<file path="src/rtl/npu_q_pkg.sv">
// Shared int8 quantization constants: output range, pipeline depth and
// MLC_SCALE field positions.
package npu_q_pkg;

    localparam int QMIN      = -128;
    localparam int QMAX      = 127;
    localparam int Q_LATENCY = 3;

    localparam int SCALE_M_LSB = 0;
    localparam int SCALE_M_MSB = 15;
    localparam int SCALE_S_LSB = 16;
    localparam int SCALE_S_MSB = 20;
    localparam int SCALE_Z_LSB = 24;
    localparam int SCALE_Z_MSB = 31;

endpackage

</file>
<file path="src/rtl/q_round_sat8.sv">
// Combinational requantize core: round-half-up arithmetic shift, zero-point
// add and clamp to int8, with a flag raised whenever the clamp engages.
module q_round_sat8
    import npu_q_pkg::*;
(
    input  logic signed [31:0] p,
    input  logic        [4:0]  shift,
    input  logic signed [7:0]  zp,
    output logic        [7:0]  q,
    output logic               sat
);

    localparam logic signed [33:0] VMAX = 34'(QMAX);
    localparam logic signed [33:0] VMIN = 34'(QMIN);

    logic signed [32:0] p_ext;
    logic signed [32:0] bias;
    logic signed [32:0] sum;
    logic signed [32:0] r;
    logic signed [33:0] v;

    // 33 bits hold P plus a bias of at most 2^30 without overflow
    always_comb begin
        p_ext = {p[31], p};
        bias  = '0;
        if (shift != 5'd0)
            bias = 33'sd1 <<< (shift - 5'd1);
        sum = p_ext + bias;
        r   = sum >>> shift;
        v   = {r[32], r} + {{26{zp[7]}}, zp};
        sat = 1'b0;
        q   = v[7:0];
        if (v > VMAX) begin
            q   = 8'(QMAX);
            sat = 1'b1;
        end else if (v < VMIN) begin
            q   = 8'(QMIN);
            sat = 1'b1;
        end
    end

endmodule

</file>
<file path="src/rtl/q_requant8.sv">
// Three-stage int16 -> int8 requantizer (multiply, round-shift, zero point,
// clamp) with ready/valid backpressure and a saturation event counter.
module q_requant8
    import npu_q_pkg::*;
#(
    parameter int LATENCY = Q_LATENCY
) (
    input  logic        CLK,
    input  logic        RESET_X,
    input  logic        INPUT_EN,
    output logic        INPUT_RDY,
    input  logic [15:0] D_IN,
    input  logic [31:0] MLC_SCALE,
    output logic        OUTPUT_EN,
    input  logic        OUTPUT_RDY,
    output logic [7:0]  Q_OUT,
    input  logic        SAT_CLR,
    output logic [15:0] SAT_CNT
);

    logic               adv;
    logic               accept;
    logic [LATENCY-1:0] vld;

    logic signed [15:0] s1_d;
    logic signed [15:0] s1_m;
    logic        [4:0]  s1_s;
    logic signed [7:0]  s1_z;

    logic signed [31:0] s2_p;
    logic        [4:0]  s2_s;
    logic signed [7:0]  s2_z;

    logic [7:0]  q_nx;
    logic        sat_nx;
    logic [7:0]  q_r;
    logic        sat_r;
    logic [15:0] sat_cnt_r;

    logic unused_scale_bits;
    assign unused_scale_bits = ^MLC_SCALE[SCALE_Z_LSB-1:SCALE_S_MSB+1];

    // whole pipeline moves as one; a stalled output still lets all stages shift
    // the moment it drains
    assign adv       = !vld[LATENCY-1] || OUTPUT_RDY;
    assign accept    = INPUT_EN && adv;
    assign INPUT_RDY = adv;
    assign OUTPUT_EN = vld[LATENCY-1];
    assign Q_OUT     = q_r;
    assign SAT_CNT   = sat_cnt_r;

    q_round_sat8 u_round_sat (
        .p     (s2_p),
        .shift (s2_s),
        .zp    (s2_z),
        .q     (q_nx),
        .sat   (sat_nx)
    );

    always_ff @(posedge CLK or negedge RESET_X) begin
        if (!RESET_X) begin
            vld   <= '0;
            s1_d  <= '0;
            s1_m  <= '0;
            s1_s  <= '0;
            s1_z  <= '0;
            s2_p  <= '0;
            s2_s  <= '0;
            s2_z  <= '0;
            q_r   <= '0;
            sat_r <= 1'b0;
        end else if (adv) begin
            vld   <= {vld[LATENCY-2:0], accept};
            s1_d  <= D_IN;
            s1_m  <= MLC_SCALE[SCALE_M_MSB:SCALE_M_LSB];
            s1_s  <= MLC_SCALE[SCALE_S_MSB:SCALE_S_LSB];
            s1_z  <= MLC_SCALE[SCALE_Z_MSB:SCALE_Z_LSB];
            s2_p  <= 32'(s1_d) * 32'(s1_m);
            s2_s  <= s1_s;
            s2_z  <= s1_z;
            q_r   <= q_nx;
            sat_r <= sat_nx;
        end
    end

    always_ff @(posedge CLK or negedge RESET_X) begin
        if (!RESET_X)
            sat_cnt_r <= '0;
        else if (SAT_CLR)
            sat_cnt_r <= '0;
        else if (OUTPUT_EN && OUTPUT_RDY && sat_r && sat_cnt_r != 16'hFFFF)
            sat_cnt_r <= sat_cnt_r + 16'd1;
    end

endmodule

</file>
<file path="config.mk">
export PLATFORM = sky130hd
export DESIGN_NAME = q_requant8
export DESIGN_NICKNAME = d
export VERILOG_FILES = /design/src/rtl/npu_q_pkg.sv /design/src/rtl/q_round_sat8.sv /design/src/rtl/q_requant8.sv
export SDC_FILE = /design/constraint.sdc
export NUM_CORES = 1
export LEC_CHECK = 0
export BUFFER_PORTS_ARGS = -buffer_cell sky130_fd_sc_hd__buf_2
export CORE_UTILIZATION = 40
export DETAILED_ROUTE_END_ITERATION = 8
export HOLD_SLACK_MARGIN = 0.03
export PLACE_DENSITY = 0.6
export SLEW_MARGIN = 0
export SYNTH_ARGS = -nofsm -noshare
export SYNTH_HDL_FRONTEND = slang
export SYNTH_SLANG_ARGS = --single-unit
export TNS_END_PERCENT = 5
</file>
<file path="constraint.sdc">
create_clock -name CLK -period 8.2 [get_ports CLK]
set_input_delay 0 -clock CLK [delete_from_list [all_inputs] [get_ports CLK]]
set_output_delay 0 -clock CLK [all_outputs]
set_load 0.02 [all_outputs]
</file>
==> results of run 1 <==
==> cell families (layout without fill, tap and decap cells) <==
kind of cell	count (synthesis)	after routing	synth area share [%]
AND/OR/NAND/NOR	916	916	20.49
XOR/XNOR	100	100	4.293
buffers and inverters	424	529	7.900
adder cells (fa/ha/maj)	412	412	34.99
AO/OA/AOI/OAI	463	463	15.24
multiplexers	41	41	2.601
flip-flops	118	118	14.47
other	1	1	0.01838
==> placed cells by master (no fill, tap or decap), types with 27 or more instances in the layout <==
master / instances
dfrtp_1: 116
o21ai_0: 83
and2_1: 105
a21o_1: 44
nand3_1: 27
ha_1: 147
nor2_1: 155
xnor2_1: 55
nand2_1: 466
xor2_1: 45
inv_1: 299
a21oi_1: 123
buf_4: 71
nor3_1: 41
dlygate4sd3_1: 48
fa_1: 264
buf_2: 74
==> flip-flops by register name, summed over array words and instances, names as in the netlist <==
| name | cells |
|---|---|
| vld | 3 |
| s1_d | 16 |
| s2_p | 32 |
| s2_s | 5 |
| s2_z | 8 |
| SAT_CNT | 16 |
| s1_z | 8 |
| sat_r | 1 |
| s1_m | 16 |
| Q_OUT | 8 |
| s1_s | 5 |
==> repair_timing <==
item,in CTS,in global routing
gates resized for setup,0,13
buffers inserted,0,1
hold buffers,48,0
endpoints found under the hold margin,124,0
endpoints found under the setup margin,0,8
==> routing by layer <==
layer	wire, µm	up-vias	global-route usage, %
met5	0	-	0
met4	1599	0	7.939
met3	2476	109	3.038
met2	29020	477	40.42
met1	25410	8737	29.06
li1	-	8355	-
==> final timing paths <==
| path | start | cells past startpoint | end |
|---|---|---|---|
| min in group asynchronous | RESET_X | 2 | s2_p[31] |
| setup reg to reg | s2_s[2] | 28 | Q_OUT[5] |
| hold reg to reg | vld[1] | 1 | vld[2] |
| max in group asynchronous | RESET_X | 3 | s2_s[1] |
| setup / recovery | s2_s[2] | 28 | Q_OUT[5] |
| hold / removal | OUTPUT_RDY | 5 | s2_p[0] |
==> worst max-delay path: cells and delay by family, from the launching register on <==
kind | cells | cell delay, ns
flip-flops | 1 | 0.47
AND/OR/NAND/NOR | 6 | 1.48
XOR/XNOR | 1 | 0.32
adder cells (fa/ha/maj) | 2 | 0.74
buffers and inverters | 3 | 0.76
AO/OA/AOI/OAI | 13 | 2.98
multiplexers | 3 | 0.88
==> per-stage QoR <==
step	TNS [ns]	instance area, µm²	hold slack (ns)	utilization, %	worst slack, ns
2_1_floorplan	0	20400	-0.2956	-	0.6351
3_3_place_gp	0	21680	0.06257	43.13	0.3102
3_5_place_dp	0	21680	0.06826	43.13	0.2474
4_1_cts	0	22740	0.09070	45.23	0.2176
5_1_grt	-0.001057	22800	0.1449	45.35	-0.001057
6_report	0	22800	0.1183	45.35	0.4291
==> cell type report <==
cell class | count | area, µm² | share of cell area (%)
multi-input combinational | 1933 | 15890 | 69.71
clock inverter | 14 | 145.1 | 0.6366
inverter | 303 | 1140 | 4.999
timing repair buffer | 194 | 1395 | 6.119
tap | 672 | 840.8 | 3.688
sequential | 118 | 2955 | 12.96
clock buffer | 18 | 429.2 | 1.882
==> key figures, run 1 <==
Finish
  – Area grow syn2layout: 11.76%
  – Fin cells: 3,252
  – Ant diodes: 0
  – Fraction of layout cells with a size suffix above 1: a little under a tenth
  – Layout Nets: 3,032
  – Fillers: 4,930

Timing
  – Final-report setup violation count: 0
  – Worst clock skew: 0.01131 ns
  – Max frequency: 0.1287 GHz
  – Final Max Slew Viols: 0
  – Final Hold Viols: 0
  – Period minus WS final: 7.771 ns
  – Rel. slew slack: 46.28%
  – Tcrit/Tclk final: ~95%
  – Measured slew at the worst slew-check pin: 0.8057 ns

Global route
  – GRT Overall Usage: 23.06%
  – Initial antenna violation count: 0
  – Grt total ovfl: 0
  – Number of global-route vias before repair: between 15,000 and 20,000
  – Largest net degree at the start of global routing: 73
  – First-pass GRT wire length: 96,360 µm

Clock tree
  – CTS tree: built
  – Worst-path clk slew: 0.06 ns
  – Clock sink total: between 100 and 150
  – Total CTS buffers: 17
  – Clk buf depth: 2
  – CTS Root Buffer Type: clkbuf_16
  – Htree depth: 4
  – Clk Latency, worst-skew pair: 0.47 ns

Critical path
  – Critical path's slowest cell: dfrtp_1
  – CP max FO: 31
  – Critical Path Max Stage Delay: 0.47 ns
  – Crit path required time: between 8 and 9 ns
  – Worst setup EP type: flop
  – CP Class: flop to flop
  – Crit path launch type: flop
  – Worst R2R Setup Slack: 0.43 ns
  – CP arrival: between 8 and 9 ns

Detailed routing
  – Drt first pass iters: 7
  – Antenna-violating nets left: 0
  – Vias/cell: around 5.4
  – Residual DRC: 0
  – DR vias: around 18,000
  – Routed WL: just under 60,000 µm
  – Initial DRC count: 1,182
  – Wirelength per Cell: 17.99 µm

Logic synthesis
  – Asr flop ratio synth: 100.0%
  – Cell with the most instances after synthesis: nand2_1
  – Register bit total from synthesis: 118
  – Yosys top cell by area: fa_1
  – Syn Nets: 2,940
  – Post-synth top area share: between 20% and 30%
  – Gate Count Post-Synth: 2,475
  – EDFF count, synth: 0
  – Ys Warns: 0
  – Syn avg cell area: 8.242 µm²
  – Post-synth top cells: nand2_1 (466), inv_1 (300), fa_1 (264), nor2_1 (155), ha_1 (148)
  – Primary FF master, synth: dfrtp_1
  – Synth Cell Area: just over 0.02 mm²
  – Post-synthesis cell type count: 92
  – Top post-synthesis cells by area: fa_1 (26%), dfrtp_1 (14%), ha_1 (9.1%), nand2_1 (8.6%), inv_1 (5.5%)
  – Sequential fraction of the synthesis area: between 10% and 20%

Die
  – Cell row count: 82
  – Die Span X: 227.8 µm
  – I/O pin cnt: 79
  – Die area: 0.05191 mm²
  – Die height: about 230 µm
  – Initial Util: about two fifths
  – Total core area: about 0.05 mm²

Placed design
  – Placed insts: ~3,200
  – DP HPWL: 46,340 µm
  – IO buf count: 75
  – GPL Wtd Cong: around 0.97

Hold path
  – Hold Crit Class: input port to flop

Flow run
  – Max-Cap Viols: 0

Status
  – Run status: finished, final reports clean
Power of run 1 is not shown: default switching activity piles up to over one toggle a cycle in this logic, so the estimate is an artifact.
==> inputs of run 2 (changes only) <==
- CORE_UTILIZATION: 40 -> 30
- GPL_ROUTABILITY_DRIVEN: not set -> 0
- GPL_TIMING_DRIVEN: not set -> 0
- PLACE_DENSITY: 0.6 -> 0.49
==> run 2 against run 1 <==
Hold slack got worse by 0.043 ns; non-clock buffer count rose by 67; register-to-register slack got worse by 0.23 ns; critical path depth rose by 5; routed wire length rose by 13%; global-route usage fell by 3.8 points; via count rose by 2.4%; clock skew rose by 0.0035 ns; critical endpoint is now Q_OUT[0].
==> key figures, run 2 (synthesis gave the netlist of run 1 again) <==
Die
  – Cell row count: 95 (+16%)
  – Total core area: 0.06728 mm² (+34%)
  – Initial Util: 30.32% (-10 points)
  – Die Span X: 262.8 µm (+15%)
  – I/O pin cnt: 79 (unchanged)
  – Die height: 262.8 µm (+15%)
  – Die area: 0.06905 mm² (+33%)

Timing
  – Final Max Slew Viols: 0 (unchanged)
  – Final Hold Viols: 0 (unchanged)
  – Period minus WS final: 8.001 ns (+0.2298 ns)
  – Tcrit/Tclk final: 97.57% (+2.8 points)
  – Worst clock skew: 0.01478 ns (+0.003470 ns)
  – Max frequency: 0.1250 GHz (-2.9%)
  – Rel. slew slack: 32.64% (-14 points)
  – Final-report setup violation count: 0 (unchanged)
  – Setup ws final: 0.1993 ns (-0.2298 ns)
  – Measured slew at the worst slew-check pin: 1.010 ns (+0.2047 ns)

Hold path
  – Hold Crit Class: input port to async pin

Clock tree
  – Htree depth: 4 (unchanged)
  – Clock sink total: 118 (unchanged)
  – Clk buf depth: 2 (unchanged)
  – CTS Root Buffer Type: clkbuf_16
  – CTS tree: built
  – Total CTS buffers: 17 (unchanged)
  – Clk Latency, worst-skew pair: 0.47 ns (about the same)
  – Worst-path clk slew: 0.06 ns (about the same)

Detailed routing
  – DR vias: 18,090 (+2.4%)
  – Initial DRC count: 1,320 (+12%)
  – Vias/cell: 5.140 (-5.4%)
  – Routed WL: 65,900 µm (+13%)
  – Drt first pass iters: 5 (-2)
  – Antenna-violating nets left: 0 (unchanged)
  – Wirelength per Cell: 18.72 µm (+4.1%)
  – Residual DRC: 0 (unchanged)

Placed design
  – IO buf count: 74 (-1.3%)
  – Pre-CTS WS: -1.770 ns (-2.017 ns)
  – DP HPWL: 54,050 µm (+17%)

Critical path
  – Crit path launch type: flop
  – CP Class: flop to flop
  – Crit path required time: 8.55 ns (about the same)
  – CP dominant cell by count: buf_4
  – CP arrival: 8.35 ns (+0.23 ns)
  – Critical Path Max Stage Delay: 0.56 ns (+0.09 ns)
  – CP max FO: 10 (-68%)
  – Critical path's slowest cell: or4bb_1
  – Worst setup EP type: flop

Finish
  – Ant diodes: 0 (unchanged)
  – Fillers: 7,031 (+43%)
  – Max reg flops: 32 (unchanged)
  – Biggest register: s2_p
  – Fraction of layout cells with a size suffix above 1: 11.30% (+2.1 points)
  – Layout Nets: 3,099 (+2.2%)
  – Highest-count cells in the layout ignoring fill and taps: nand2_1 (456), inv_1 (298), fa_1 (263), nor2_1 (152), ha_1 (143)
  – Sequential Area: 0.002955 mm² (unchanged)
  – Multi-input gate area: 0.01638 mm² (+3.0%)
  – Area grow syn2layout: 16.65%
  – Most common cell after layout, fill and taps aside: nand2_1

Global route
  – Grt total ovfl: 0 (unchanged)
  – Largest net degree at the start of global routing: 93 (+27%)
  – Number of global-route vias before repair: 18,720 (+1.9%)
  – First-pass GRT wire length: 104,500 µm (+8.5%)
  – Initial antenna violation count: 0 (unchanged)
  – GRT Overall Usage: 19.25% (-3.8 points)

Status
  – Run status: finished, final reports clean

Flow run
  – Max-Cap Viols: 0 (unchanged)
run 2: changes by cell type in the layout (fill, tap and decap cells not counted), sizes merged:
cell,delta
buf,-20
bufinv,+2
clkbuf,+87
clkinv,-8
clkinvlp,+3
inv,+3
run 2: area by class of cell:
class | count | share of cell area [%]
Sequential cell | 118 | 12.42
Clock inverter | 14 | 0.7940
Clock buffer | 18 | 1.804
Inverter | 303 | 4.795
Multi-Input combinational cell | 1933 | 68.82
Buffer | 115 | 2.224
Tap cell | 873 | 4.590
Timing Repair Buffer | 146 | 4.548
run 2: timing repair:
action / CTS / global route
pin swaps: 10 / 28
setup buffers: 7 / 15
setup endpoints to repair: 9 / 9
endpoints found under the hold margin: 170 / 0
gates resized for setup: 79 / 98
hold buffers: 49 / 0
run 2: stage by stage:
| stage | instances | cell area, µm² | setup TNS [ns] | utilization [%] | hold WS, ns |
|---|---|---|---|---|---|
| 3_3_place_gp | 3422 | 21860 | -15.22 | 32.50 | 0.1971 |
| 2_1_floorplan | 2475 | 20400 | 0 | - | -0.2956 |
| 3_5_place_dp | 3423 | 21900 | -14.85 | 32.55 | -0.09164 |
| 5_1_grt | 3520 | 23800 | -0.4051 | 35.37 | 0.1079 |
| 4_1_cts | 3510 | 23340 | 0 | 34.69 | 0.07008 |
| 6_report | 3520 | 23800 | 0 | 35.37 | 0.07499 |
run 2: path summary, 6_finish.rpt:
kind	to	start	cells after the start	slack, ns
max	Q_OUT[0]	s2_s[1]	33	0.20
min	SAT_CNT[8]	RESET_X	3	0.07
max reg2reg	Q_OUT[0]	s2_s[1]	33	0.20
min reg2reg	vld[2]	vld[1]	1	0.46
max in group asynchronous	s2_s[1]	RESET_X	3	7.59
min in group CLK	s1_m[10]	MLC_SCALE[10]	4	0.26
run 2: routing by layer:
metal / wire [µm] / global-route usage (%) / vias to the layer above / part of all wire (%)
met5: 0 / 0 / - / 0
met3: 2902 / 2.521 / 138 / 4.4
li1: - / - / 8477 / -
met1: 29080 / 24.84 / 8961 / 44
met2: 31420 / 32.45 / 518 / 48
met4: 2508 / 7.790 / 0 / 3.8
run 2: worst max-delay path, delay by kind of cell (launching register included):
family / cells / cell delay (ns)
buf+inv: 8 / 1.30
fa+ha+maj: 3 / 0.99
xor+xnor: 2 / 0.30
flops: 1 / 0.48
compound gates: 12 / 2.42
mux: 2 / 0.74
simple gates: 6 / 1.62
Power of run 2 is left out for the same reason.
==> inputs of run 3 (changes only) <==
- ABC_AREA: not set -> 1
- BUFFER_PORTS_ARGS: -buffer_cell sky130_fd_sc_hd__buf_2 -> -buffer_cell sky130_fd_sc_hd__clkbuf_2
==> run 3 against run 2 <==
Flip-flop and latch count did not move; sequential share of layout area fell by 0.38 points; clock-buffer cell count rose by 1; critical endpoint unchanged; largest cell class unchanged.
==> key figures, run 3 <==
Detailed routing
  – Vias/cell: 4.640 (-9.7%)
  – Residual DRC: 0 (unchanged)
  – Antenna-violating nets left: 0 (unchanged)
  – Drt first pass iters: 5 (unchanged)
  – Initial DRC count: 1,428 (+8.2%)
  – DR vias: 20,490 (+13%)
  – Wirelength per Cell: 16.52 µm (-12%)
  – Routed WL: 72,930 µm (+11%)

Logic synthesis
  – Post-synth top area share: 24.23% (-1.7 points)
  – Asr flop ratio synth: 100.0% (unchanged)
  – Yosys top cell by area: fa_1
  – Post-synthesis cell type count: 46 (-50%)
  – Sequential fraction of the synthesis area: 13.54% (-0.94 points)
  – Top post-synthesis cells by area: fa_1 (24%), nand2_1 (19%), dfrtp_1 (14%), inv_1 (12%), ha_1 (8.5%)
  – Syn Nets: 3,776 (+28%)
  – Gate Count Post-Synth: 3,311 (+34%)
  – Primary FF master, synth: dfrtp_1
  – EDFF count, synth: 0 (unchanged)
  – Cell with the most instances after synthesis: nand2_1
  – Register bit total from synthesis: 118 (unchanged)
  – Synth Cell Area: 0.02182 mm² (+6.9%)
  – Syn avg cell area: 6.589 µm² (-20%)
  – Ys Warns: 0 (unchanged)
  – Post-synth top cells: nand2_1 (1,086), inv_1 (670), nand3_1 (272), fa_1 (264), nor2_1 (197)

Critical path
  – Levels on crit path: 43 (+30%)
  – CP dominant cell by count: nand2_1
  – CP Buf/Inv Count: 4 (-4)
  – CP max FO: 10 (unchanged)
  – Critical path's top delay family: simple AND/OR/NAND/NOR gates
  – Worst R2R Setup Slack: 0.86 ns (+0.66 ns)
  – CP Class: flop to flop
  – Critical path's slowest cell: fa_1
  – Worst setup EP type: flop
  – Startpoint of the worst register-to-register path: s2_s[0]
  – Crit path required time: 8.53 ns (-0.02 ns)
  – Crit path to: Q_OUT[0]
  – R2R Path End: Q_OUT[0]
  – CP arrival: 7.66 ns (-0.69 ns)
  – Crit path launch type: flop
  – Cell count of the worst reg-to-reg path: 43 (+30%)
  – Critical Path Start: s2_s[0]
  – Critical Path Max Stage Delay: 0.49 ns (-0.07 ns)

Clock tree
  – CTS tree: built
  – Total CTS buffers: 17 (unchanged)
  – CTS Root Buffer Type: clkbuf_16
  – Worst-path clk slew: 0.07 ns (about the same)
  – Clk Latency, worst-skew pair: 0.46 ns (about the same)
  – Post-CTS repair timing setup buffer count: 0 (-7)
  – Clock sink total: 118 (unchanged)
  – Clk buf depth: 2 (unchanged)
  – Htree depth: 4 (unchanged)

Timing
  – Final Max Slew Viols: 0 (unchanged)
  – Rel. slew slack: 34.68% (+2.0 points)
  – Tcrit/Tclk final: 89.46% (-8.1 points)
  – Final Hold Viols: 0 (unchanged)
  – Worst clock skew: 0.01266 ns (-0.002124 ns)
  – Period minus WS final: 7.336 ns (-0.6649 ns)
  – Measured slew at the worst slew-check pin: 0.9798 ns (-0.03062 ns)
  – Max frequency: 0.1363 GHz (+9.1%)
  – RSZ-0062 raised after global routing: no
  – Setup TNS: 0 ns (unchanged)
  – Final-report setup violation count: 0 (unchanged)

Status
  – Run status: finished, final reports clean

Die
  – Total core area: 0.07173 mm² (+6.6%)
  – Die height: 271.7 µm (+3.4%)
  – I/O pin cnt: 79 (unchanged)
  – Initial Util: 30.41% (+0.092 points)
  – Cell row count: 98 (+3.2%)
  – Die Span X: 271.7 µm (+3.4%)
  – Die area: 0.07380 mm² (+6.9%)

Global route
  – Grt total ovfl: 0 (unchanged)
  – GRT Overall Usage: 20.15% (+0.90 points)
  – First-pass GRT wire length: 115,800 µm (+11%)
  – Largest net degree at the start of global routing: 89 (-4.3%)
  – Initial antenna violation count: 0 (unchanged)
  – Number of global-route vias before repair: 20,760 (+11%)

Flow run
  – Max-Cap Viols: 0 (unchanged)

Finish
  – Max reg flops: 32 (unchanged)
  – Ant diodes: 0 (unchanged)
  – Multi-input gate area: 0.01588 mm² (-3.0%)
  – Fraction of layout cells with a size suffix above 1: 4.300% (-7.0 points)
  – Most common cell after layout, fill and taps aside: nand2_1
  – Fillers: 7,961 (+13%)
  – Sequential Area: 0.002953 mm² (about the same)
  – Highest-count cells in the layout ignoring fill and taps: nand2_1 (1,086), inv_1 (670), nand3_1 (272), fa_1 (264), nor2_1 (197)
  – Layout Nets: 3,919 (+26%)
  – Biggest register: s2_p
  – Area grow syn2layout: 12.42%

Hold path
  – Hold Crit Class: input port to async pin

Placed design
  – DP HPWL: 62,180 µm (+15%)
  – IO buf count: 74 (unchanged)
-- run 3: changes by cell type in the layout (fill, tap and decap cells not counted), sizes merged, moves of 41 or more --
| cell | before | now |
|---|---|---|
| and2 | 105 | 3 |
| inv | 310 | 673 |
| xnor2 | 55 | 13 |
| nand2 | 466 | 1091 |
| nor2 | 155 | 202 |
| a21o | 44 | 3 |
| clkbuf | 105 | 196 |
| buf | 126 | 20 |
| nand3 | 27 | 274 |
-- run 3: cells by family (layout without fill, tap and decap cells) --
logic type / Yosys count / in the layout / share of synthesized area (%)
other cells: 1 / 1 / 0.01719
simple gates: 1663 / 1663 / 31.47
buf+inv: 794 / 948 / 13.66
flops: 118 / 118 / 13.54
xor+xnor: 33 / 33 / 1.325
fa+ha+maj: 412 / 412 / 32.71
compound gates: 290 / 290 / 7.278
-- run 3: layout make-up --
cell class	instances	area share (%)
multi-input cells	2399	64.76
flip-flops and latches	118	12.04
inverters	673	10.30
well taps	950	4.847
repair buffers	124	3.699
plain buffers	121	1.862
clock buffers	19	1.765
clock inverters	11	0.7245
-- run 3: stage by stage --
stage | utilization (%) | setup slack [ns] | hold WS (ns) | area [µm²] | cells
after CTS | 34.19 | 0.4006 | 0.05840 | 24520 | 4415
after global placement | 32.59 | 0.3611 | 0.1974 | 23370 | 4335
after detailed placement | 32.64 | 0.4315 | -0.07057 | 23410 | 4336
after floorplan | - | 2.242 | -0.2956 | 21820 | 3311
after global routing | 34.19 | 0.1310 | 0.08351 | 24520 | 4415
final | 34.19 | 0.8641 | 0.06461 | 24520 | 4415
-- run 3: repair_timing --
| action | CTS | global route |
|---|---|---|
| endpoints found under the setup margin | 0 | 8 |
| hold buffers | 49 | 0 |
| resized for setup | 0 | 4 |
| hold endpoints to repair | 171 | 0 |
-- run 3: worst min-delay path by stage --
| stage | end | depth (start not counted) | start |
|---|---|---|---|
| 2_1_floorplan | Q_OUT[0] | 0 | RESET_X |
| 3_3_place_gp | s1_m[6] | 3 | MLC_SCALE[6] |
| 3_5_place_dp | s1_m[3] | 1 | RESET_X |
| 4_1_cts | s1_m[3] | 3 | RESET_X |
| 5_1_grt | s1_m[3] | 3 | RESET_X |
| 6_report | s1_m[3] | 3 | RESET_X |
-- run 3: per-layer routing --
layer,vias to the layer above,share of wire [%],track usage [%]
met5,-,0,0
met3,73,3.7,1.875
met2,434,47,34.14
met1,9628,47,27.35
met4,0,2.1,5.293
li1,10350,-,-
-- run 3: worst register-to-register path, delay by kind of cell (launching register included) --
kind	cells	cell delay [ns]
and+or+nand+nor	32	4.25
adders and majority gates	4	1.46
buffers and inverters	4	0.58
AOI/OAI and AO/OA	3	0.55
DFF	1	0.39
Power of run 3 is left out for the same reason.
